<file path="src/rtl/video_pkg.sv">
// Shared video types and pixel helpers: scanline modes, bit-replicating colour
// expansion and scanline attenuation.
package video_pkg;

    typedef enum logic [1:0] {
        OFF = 2'd0,
        S75 = 2'd1,
        S50 = 2'd2,
        S25 = 2'd3
    } scanline_mode_e;

    // Repeat the low `depth` bits MSB-first until 8 bits are filled.
    function automatic logic [7:0] expand8(input logic [7:0] value, input int unsigned depth);
        logic [7:0]  res;
        int unsigned src;
        res = '0;
        for (int unsigned i = 0; i < 8; i++) begin
            src = depth - 1 - (i % depth);
            res = {res[6:0], value[src[2:0]]};
        end
        return res;
    endfunction

    function automatic logic [7:0] attenuate(input logic [7:0] v, input scanline_mode_e mode);
        logic [7:0] res;
        case (mode)
            S75:     res = v - (v >> 2);
            S50:     res = v >> 1;
            S25:     res = v >> 2;
            default: res = v;
        endcase
        return res;
    endfunction

endpackage

</file>
<file path="src/rtl/video_ce_div.sv">
// Pixel clock-enable divider: ce_o pulses once every CE_DIV clocks, and
// ce_pixel_o is ce_o delayed one clock to mark when registered results appear.
module video_ce_div #(
    parameter int unsigned CE_DIV = 1
) (
    input  logic clk_i,
    input  logic rst_i,
    output logic ce_o,
    output logic ce_pixel_o
);

    localparam int unsigned CntW = (CE_DIV > 1) ? $clog2(CE_DIV) : 1;

    logic [CntW-1:0] cnt_q, cnt_d;
    logic            ce_dly_q;

    assign ce_o       = (cnt_q == CntW'(CE_DIV - 1));
    assign ce_pixel_o = ce_dly_q;

    always_comb begin
        cnt_d = cnt_q + 1'b1;
        if (ce_o) begin
            cnt_d = '0;
        end
    end

    always_ff @(posedge clk_i or posedge rst_i) begin
        if (rst_i) begin
            cnt_q    <= '0;
            ce_dly_q <= 1'b0;
        end else begin
            cnt_q    <= cnt_d;
            ce_dly_q <= ce_o;
        end
    end

endmodule

</file>
<file path="src/rtl/video_out_stage.sv">
// Video output stage: colour expansion, DE blanking and line-width checking over a
// two-stage ce pipeline. Scanline darkening is built only with VIDEO_SCANLINE_EN.
module video_out_stage
    import video_pkg::*;
#(
    parameter int unsigned IN_DEPTH    = 4,
    parameter int unsigned CE_DIV      = 1,
    parameter int unsigned LINE_LENGTH = 320
) (
    input  logic                clk,
    input  logic                reset,
    input  logic [IN_DEPTH-1:0] R_IN,
    input  logic [IN_DEPTH-1:0] G_IN,
    input  logic [IN_DEPTH-1:0] B_IN,
    input  logic                HBlank,
    input  logic                VBlank,
    input  logic                HSync,
    input  logic                VSync,
    input  logic [1:0]          scanlines,
    input  logic                err_clr,
    output logic                CE_PIXEL,
    output logic [7:0]          VGA_R,
    output logic [7:0]          VGA_G,
    output logic [7:0]          VGA_B,
    output logic                VGA_HS,
    output logic                VGA_VS,
    output logic                VGA_DE,
    output logic                line_err
);

    localparam int unsigned CntW = $clog2(LINE_LENGTH + 1) + 1;

    logic ce;

    video_ce_div #(
        .CE_DIV(CE_DIV)
    ) u_ce_div (
        .clk_i     (clk),
        .rst_i     (reset),
        .ce_o      (ce),
        .ce_pixel_o(CE_PIXEL)
    );

    logic [7:0]      s1_r_q, s1_r_d, s1_g_q, s1_g_d, s1_b_q, s1_b_d;
    logic            s1_hs_q, s1_hs_d, s1_vs_q, s1_vs_d, s1_de_q, s1_de_d;
    logic [7:0]      out_r_q, out_r_d, out_g_q, out_g_d, out_b_q, out_b_d;
    logic            out_hs_q, out_hs_d, out_vs_q, out_vs_d, out_de_q, out_de_d;
    logic            hb_prev_q, hb_prev_d, vb_prev_q, vb_prev_d;
    logic [CntW-1:0] pix_cnt_q, pix_cnt_d;
    logic            err_q, err_d;
    logic            hb_rise, vb_rise, err_set;
    scanline_mode_e  mode;

`ifdef VIDEO_SCANLINE_EN
    logic par_q, par_d, hs_prev_q, vs_prev_q;
    logic hs_rise, vs_rise;

    assign hs_rise = HSync & ~hs_prev_q;
    assign vs_rise = VSync & ~vs_prev_q;

    // A VSync edge restarts the frame on an even line, even if HSync rises too.
    always_comb begin
        par_d = par_q;
        if (ce) begin
            if (vs_rise) begin
                par_d = 1'b0;
            end else if (hs_rise) begin
                par_d = ~par_q;
            end
        end
    end

    always_ff @(posedge clk or posedge reset) begin
        if (reset) begin
            par_q     <= 1'b0;
            hs_prev_q <= 1'b0;
            vs_prev_q <= 1'b0;
        end else if (ce) begin
            par_q     <= par_d;
            hs_prev_q <= HSync;
            vs_prev_q <= VSync;
        end
    end

    assign mode = par_q ? scanline_mode_e'(scanlines) : OFF;
`else
    logic unused_scanlines;
    assign unused_scanlines = ^scanlines;
    assign mode             = OFF;
`endif

    assign hb_rise = HBlank & ~hb_prev_q;
    assign vb_rise = VBlank & ~vb_prev_q;

    always_comb begin
        s1_r_d    = s1_r_q;
        s1_g_d    = s1_g_q;
        s1_b_d    = s1_b_q;
        s1_hs_d   = s1_hs_q;
        s1_vs_d   = s1_vs_q;
        s1_de_d   = s1_de_q;
        out_r_d   = out_r_q;
        out_g_d   = out_g_q;
        out_b_d   = out_b_q;
        out_hs_d  = out_hs_q;
        out_vs_d  = out_vs_q;
        out_de_d  = out_de_q;
        hb_prev_d = hb_prev_q;
        vb_prev_d = vb_prev_q;
        pix_cnt_d = pix_cnt_q;
        err_set   = 1'b0;
        if (ce) begin
            s1_r_d    = expand8(8'(R_IN), IN_DEPTH);
            s1_g_d    = expand8(8'(G_IN), IN_DEPTH);
            s1_b_d    = expand8(8'(B_IN), IN_DEPTH);
            s1_hs_d   = HSync;
            s1_vs_d   = VSync;
            s1_de_d   = ~(HBlank | VBlank);
            out_r_d   = s1_de_q ? attenuate(s1_r_q, mode) : 8'h00;
            out_g_d   = s1_de_q ? attenuate(s1_g_q, mode) : 8'h00;
            out_b_d   = s1_de_q ? attenuate(s1_b_q, mode) : 8'h00;
            out_hs_d  = s1_hs_q;
            out_vs_d  = s1_vs_q;
            out_de_d  = s1_de_q;
            hb_prev_d = HBlank;
            vb_prev_d = VBlank;
            if (hb_rise && !VBlank) begin
                err_set   = (pix_cnt_q != CntW'(LINE_LENGTH));
                pix_cnt_d = '0;
            end else if (vb_rise) begin
                pix_cnt_d = '0;
            end else if (!HBlank && !VBlank && (pix_cnt_q != '1)) begin
                pix_cnt_d = pix_cnt_q + 1'b1;
            end
        end
        // err_clr is not ce-gated; a same-cycle mismatch still wins.
        err_d = err_set ? 1'b1 : (err_clr ? 1'b0 : err_q);
    end

    always_ff @(posedge clk or posedge reset) begin
        if (reset) begin
            s1_r_q    <= '0;
            s1_g_q    <= '0;
            s1_b_q    <= '0;
            s1_hs_q   <= 1'b0;
            s1_vs_q   <= 1'b0;
            s1_de_q   <= 1'b0;
            out_r_q   <= '0;
            out_g_q   <= '0;
            out_b_q   <= '0;
            out_hs_q  <= 1'b0;
            out_vs_q  <= 1'b0;
            out_de_q  <= 1'b0;
            hb_prev_q <= 1'b0;
            vb_prev_q <= 1'b0;
            pix_cnt_q <= '0;
            err_q     <= 1'b0;
        end else begin
            s1_r_q    <= s1_r_d;
            s1_g_q    <= s1_g_d;
            s1_b_q    <= s1_b_d;
            s1_hs_q   <= s1_hs_d;
            s1_vs_q   <= s1_vs_d;
            s1_de_q   <= s1_de_d;
            out_r_q   <= out_r_d;
            out_g_q   <= out_g_d;
            out_b_q   <= out_b_d;
            out_hs_q  <= out_hs_d;
            out_vs_q  <= out_vs_d;
            out_de_q  <= out_de_d;
            hb_prev_q <= hb_prev_d;
            vb_prev_q <= vb_prev_d;
            pix_cnt_q <= pix_cnt_d;
            err_q     <= err_d;
        end
    end

    assign VGA_R    = out_r_q;
    assign VGA_G    = out_g_q;
    assign VGA_B    = out_b_q;
    assign VGA_HS   = out_hs_q;
    assign VGA_VS   = out_vs_q;
    assign VGA_DE   = out_de_q;
    assign line_err = err_q;

endmodule

</file>
<file path="config.mk">
export PLATFORM = sky130hd
export DESIGN_NAME = video_out_stage
export DESIGN_NICKNAME = d
export VERILOG_FILES = /design/src/rtl/video_pkg.sv /design/src/rtl/video_ce_div.sv /design/src/rtl/video_out_stage.sv
export SDC_FILE = /design/constraint.sdc
export NUM_CORES = 1
export LEC_CHECK = 0
export CAP_MARGIN = 25
export CELL_PAD_IN_SITES_DETAIL_PLACEMENT = 1
export CELL_PAD_IN_SITES_GLOBAL_PLACEMENT = 1
export CORE_MARGIN = 2
export CORE_UTILIZATION = 41
export DETAILED_ROUTE_END_ITERATION = 8
export GPL_TIMING_DRIVEN = 0
export HOLD_SLACK_MARGIN = 0.12
export PLACE_DENSITY = 0.95
export SLEW_MARGIN = 20
export SYNTH_ARGS = -nofsm -noshare
export SYNTH_HDL_FRONTEND = slang
export SYNTH_HIERARCHICAL = 1
export SYNTH_SLANG_ARGS = --single-unit
</file>
<file path="constraint.sdc">
create_clock -name clk -period 3.2 [get_ports clk]
set_input_delay 0.32 -clock clk [delete_from_list [all_inputs] [get_ports clk]]
set_output_delay 0.32 -clock clk [all_outputs]
set_load 0.005 [all_outputs]
</file>
# Word-level counts from Yosys, hierarchy flattened
# Cells that the tools add are included.
word_totals:
  output_inout_bits: 29
  wordCells: 48
  in_bits: 21
  reg_bits: 69
op_classes:
  n_mux: 11
  n_addsub: 2
  reduce_logical: 8
  eq_ne: 2
  bitwise_logic: 7
ops:
  columns: ["cell", "n"]
  rows:
  - ["two-way mux 10 bit", 3]
  - ["two-way mux 8 bit", 3]
  - ["adder 10 x 1 -> 10 bit, second input constant", 1]
  - ["inequality test 10 bit, second input constant", 1]
  - ["inequality test 10 x 9 -> 1 bit, second input constant", 1]
  - ["two-way mux 1 bit", 5]
  - ["NOT 1 bit", 4]
  - ["logical AND 1 bit", 3]
  - ["nonzero test 3 bit", 1]
  - ["bitwise AND 1 bit", 2]
  - ["logical NOT 1 bit", 2]
  - ["AND reduction 2 bit", 1]
  - ["nonzero test 2 bit", 1]
  - ["adder 1 bit, second input constant", 1]
  - ["OR 1 bit", 1]

# Depth between registers and ports, before layout
depth:
  word_depth: 6
  ltp_mapped: 5
  depth_no_buf: 5

# By module
# The synthesis kept the hierarchy.
by_module_without_submodules:
  columns: ["module", "area_each_um2", "instances", "seq_area_each_um2", "cells_per_inst"]
  rows:
  - ["video_out_stage", 1996.9, 1, 1076.0, 180]
  - ["video_ce_div", 40.0, 1, 25.0, 4]

# Worst setup path after synthesis
# Ideal clock, no wire load.
synth_timing:
  path_kind: "reg2reg"
  from: "register pix_cnt_q[0]"
  to: "register pix_cnt_q[4]"
  required_ns: 3.119
  setup_ns: 0.081
  n_path_buf: 0
  setup_slack_ns: 1.714
  stages_incl_launch_ff: 6
  t_arrival_ns: 1.404
  synth_period_minus_slack_ns: 1.486
  path_cell_list: "dfrtp_1 -> ha_1 -> nand3_4 -> o31a_1 -> a21o_4 -> a31oi_2"
synth_via:
  elab_chain_len: 4
  word_cells_on_any_way: 8
  classes_between: "add/sub (1); eq/ne (1); mux (3); reduce/logical (3)"
synth_lines:
  columns: ["item", "line_no", "text"]
  rows:
  - ["start: declaration", "video_out_stage.sv:49", "logic [CntW-1:0] pix_cnt_q, pix_cnt_d;"]
  - ["start signal: assignment", "video_out_stage.sv:173", "pix_cnt_q <= pix_cnt_d;"]
  - ["adder 10 x 1 -> 10 bit / inequality test 10 bit (equally long branches)", "video_out_stage.sv:133, video_out_stage.sv:132", null]
  - ["two-way mux 10 bit / logical AND 1 bit (equally long branches)", "video_out_stage.sv:132", "end else if (!HBlank && !VBlank && (pix_cnt_q != '1)) begin"]
  - ["two-way mux 10 bit / nonzero test 3 bit (equally long branches)", null, null]
  - ["two-way mux 10 bit / AND reduction 2 bit (equally long branches)", null, null]
# Parallel ways exist; a longest one is shown, timed or not. The select of a mux whose other input is x is not followed.
# A chain may end at the register's enable or synchronous reset.

# Final worst setup path
layout_timing:
  from: "input VBlank"
  to: "register pix_cnt_q[4]"
layout_via:
  elab_chain_len: 5
  word_cells_on_any_way: 9
  classes_between: "mux (2); bitwise (1); reduce/logical (6)"
layout_lines:
  columns: ["item", "line_no", "text"]
  rows:
  - ["start: declaration", "video_out_stage.sv:16", "input logic VBlank,"]
  - ["logical NOT 1 bit", "video_out_stage.sv:127, video_out_stage.sv:132", null]
  - ["logical AND 1 bit (2 in series)", "video_out_stage.sv:132", null]
  - ["nonzero test 3 bit (no source line)", null, null]
  - ["AND reduction 2 bit (no source line)", null, null]
# Parallel ways exist; a longest one is shown, timed or not.

==> PnR_summary.wiki <==
{| class="wikitable"
! Metric !! Value
|-
| DR WL/cell || 16.8 um
|-
| Worst path cell trace || clkdlybuf4s50_1 > nor3b_2 > o31a_1 > a21o_4 > a31oi_2
|-
| Maximum cell stage delay along the critical path || 0.51 ns
|-
| Final wirelength || 5.15 mm
|-
| Number of top-level pins || 50
|-
| Ys flop type || sky130_fd_sc_hd__dfrtp_1
|-
| Skew final || 0.00771 ns
|-
| Cell Rows || 25
|-
| Number of global-route vias before repair || 1,623
|-
| Remaining antenna violation count || 0
|-
| Final Cycle Share || 52.9%
|-
| Post-synthesis sequential element count || 44
|-
| Final hold slack || 0.210 ns
|-
| Status || finished, final reports clean
|-
| Post-route total power || 1.30 mW
|-
| Total of fill cells in the finished design || 527
|-
| Gates resized, CTS repair || 0
|-
| Number of pins exceeding their max-slew limit in the final report || 0
|-
| Final critical delay including setup and external delays || 1.69 ns
|-
| CP Data Arrival Time || 1.86 ns
|-
| Starting utilization of the core area || 42.8%
|-
| Highest clock rate || 591 MHz
|-
| Post-synthesis sequential area ratio || 54.1%
|-
| Number of buffers on the longest clock path || 2
|-
| Final-report hold violation count || 0
|-
| DR DRC count || 0
|-
| Number of iterations in the first detailed-routing pass || 4
|-
| RePlAce Congestion || 0.826
|-
| Final core utilization || 57.0%
|-
| Worst reg2reg path startpoint || pix_cnt_q[1]
|-
| Crit path buf inv count || 1
|-
| Startpoint types || input port
|-
| Max cap viols || 0
|-
| CTS tree || built
|-
| Number of nets in the layout || 263
|-
| Critical path class || input port to flip-flop
|-
| Highest fanout seen on the critical path || 8
|-
| Max stage delay cell, worst path || sky130_fd_sc_hd__clkdlybuf4s50_1
|-
| 1st-iter DRT viols || 38
|-
| Largest net degree at the start of global routing || 36
|-
| Wire length of the first global-routing pass || 8.20 mm
|-
| DP Worst Slack || 1.20 ns
|-
| Total power per unit cell area || 480 mW/mm2
|-
| IR drop worst, VDD || 0.253 mV
|-
| Insertion delay of the later-clocked pin in the worst-skew pair || 0.30 ns
|-
| CTS sink cnt || 44
|-
| Endpoint class of the critical path || flip-flop
|-
| Total of buffers placed on input and output ports || 47
|-
| CTS HTree Levels || 2
|-
| Relative slew margins || 66.5%
|-
| Cell area reported after detailed placement || 0.00262 mm2
|-
| Horizontal die dimension || 74.5 um
|-
| CTS Buf Count || 5
|-
| RSZ-0062 raised after global routing || no
|-
| Antenna violations before repair || 0
|-
| Hold Crit Class || input port to asynchronous set/reset pin
|-
| Die H || 74.5 um
|-
| Clk root buf || sky130_fd_sc_hd__clkbuf_8
|-
| Number of standard cells in the final layout excluding fillers || 307
|-
| Syn. warnings || 6
|-
| Synthesized cell area || 0.00204 mm2
|-
| Ratio of routed vias to standard cells || 5.11
|-
| Endpoint required time on the critical path || 3.37 ns
|-
| Fin Setup TNS || 0 ns
|-
| Post-route cell area || 0.00271 mm2
|-
| Biggest area consumer among synthesized cells || sky130_fd_sc_hd__dfrtp_1
|-
| Antenna cells || 0
|-
| Clk pin slew, worst setup/hold paths || 0.07 ns
|-
| Final setup vio count || 0
|-
| Share of the synthesized area in the top cell type || 54.1%
|-
| Placed wire-length estimate || 3.87 mm
|-
| Number of setup buffers added after CTS || 0
|-
| Worst reg2reg path endpoint || pix_cnt_q[7]
|-
| Cell count of the worst reg-to-reg path || 5
|-
| Synthesis-to-layout area growth || 33.1%
|-
| Total overflow reported by the global router || 0
|-
| Post-route setup slack || 1.51 ns
|-
| Yosys cell types || 33
|-
| Overall Global Routing Usage || 20.0%
|-
| Synthesized netlist cell count || 184
|-
| Avg Inst Size Synth || 11.1 um2
|-
| Leakage dissipation || 1.14 nW
|-
| Placed Cells incl. Taps || 300
|-
| Standard cell core area || 0.00475 mm2
|-
| Die outline area || 0.00555 mm2
|-
| Kind of cell with the highest combined delay on the critical path || compound AO/OA/AOI/OAI gates
|-
| Flop-to-flop setup slack || 1.52 ns
|-
| Top area cells in the synthesized netlist || sky130_fd_sc_hd__dfrtp_1 54%, sky130_fd_sc_hd__mux2_2 11%, sky130_fd_sc_hd__buf_4 4.8%
|-
| Actual slew at the worst max-slew pin || 0.502 ns
|-
| Number of buffers inserted for hold repair after clock tree synthesis || 0
|-
| Number of flops mapped to enable cells by yosys || 0
|-
| Share of final-layout standard cells stronger than drive strength 1 || 21.3%
|-
| Vias post-DR || 1,568
|-
| Post-synth ARST share || 100%
|}
==> area by class of cell <==
type	count	area, um2	share of cell area (%)
repair buffers	48	490	18.1
well taps	67	83.8	3.09
plain buffers	19	121	4.48
flip-flops and latches	44	1100	40.6
clock buffers	7	96.3	3.55
inverters	20	75.1	2.77
multi-input cells	102	743	27.4
==> sequential cells by signal, summed over array words and instances (netlist names), 4 cells and up <==
name and flops:
s1_r_q 4, VGA_B 4, s1_b_q 4, VGA_G 4, s1_g_q 4, pix_cnt_q 10
VGA_R 4
==> worst max path at each step <==
stage	from	endpoint	slack (ns)	cells past startpoint
global placement	reset	s1_g_q[3]	0.97	2
CTS	VBlank	pix_cnt_q[4]	1.51	5
global route	VBlank	pix_cnt_q[8]	1.41	5
finish	VBlank	pix_cnt_q[4]	1.51	5
floorplan	pix_cnt_q[0]	pix_cnt_q[4]	1.71	5
detailed placement	VBlank	pix_cnt_q[7]	1.20	5
==> metal layers <==
layer,GRT usage [%],share of wire (%)
met4,7.74,1.7
met1,24.2,42
met3,3.93,3.5
met2,35.1,53
met5,0,0
==> synth_stat cells (2+ instances only) <==
library cell,number
sky130_fd_sc_hd__nor4_1,2
sky130_fd_sc_hd__inv_1,20
sky130_fd_sc_hd__o21ai_1,3
sky130_fd_sc_hd__a21oi_1,2
sky130_fd_sc_hd__nand2b_1,2
sky130_fd_sc_hd__a31oi_1,3
sky130_fd_sc_hd__buf_4,13
sky130_fd_sc_hd__nor2_1,6
sky130_fd_sc_hd__nor3_1,4
sky130_fd_sc_hd__nand2_1,6
sky130_fd_sc_hd__a31oi_2,4
sky130_fd_sc_hd__a21o_1,2
sky130_fd_sc_hd__o21ai_0,16
sky130_fd_sc_hd__nand3_1,14
sky130_fd_sc_hd__mux2_2,20
sky130_fd_sc_hd__ha_1,2
sky130_fd_sc_hd__dfrtp_1,44
sky130_fd_sc_hd__nand4_1,3
sky130_fd_sc_hd__clkbuf_1,4
==> layout by cell type (no fill, tap or decap), types with 6 or more instances in the layout <==
cell / count
sky130_fd_sc_hd__mux2_2: 20
sky130_fd_sc_hd__clkdlybuf4s50_1: 47
sky130_fd_sc_hd__nor2_1: 6
sky130_fd_sc_hd__dfrtp_1: 44
sky130_fd_sc_hd__buf_4: 13
sky130_fd_sc_hd__nand2_1: 6
sky130_fd_sc_hd__inv_1: 19
sky130_fd_sc_hd__clkbuf_8: 7
sky130_fd_sc_hd__nand3_1: 14
sky130_fd_sc_hd__o21ai_0: 16
==> power breakdown <==
group	internal (mW)	total [mW]	leakage, nW	switching [mW]
registers	0.615	0.671	0.552	0.0565
clock network	0.192	0.376	0.0503	0.183
logic	0.146	0.254	0.540	0.108
==> kinds of logic (layout without fill, tap and decap cells) <==
group           count (synthesis)  after routing  share of synthesized area [%]
fa+ha+maj                       2              2                           1.23
mux                            21             21                           11.5
simple gates                   43             43                           11.9
buf+inv                        39             94                           9.64
compound gates                 34             34                           11.5
other cells                     1              2                          0.184
flops                          44             44                           54.1
Power figures use the tool's default switching activity.
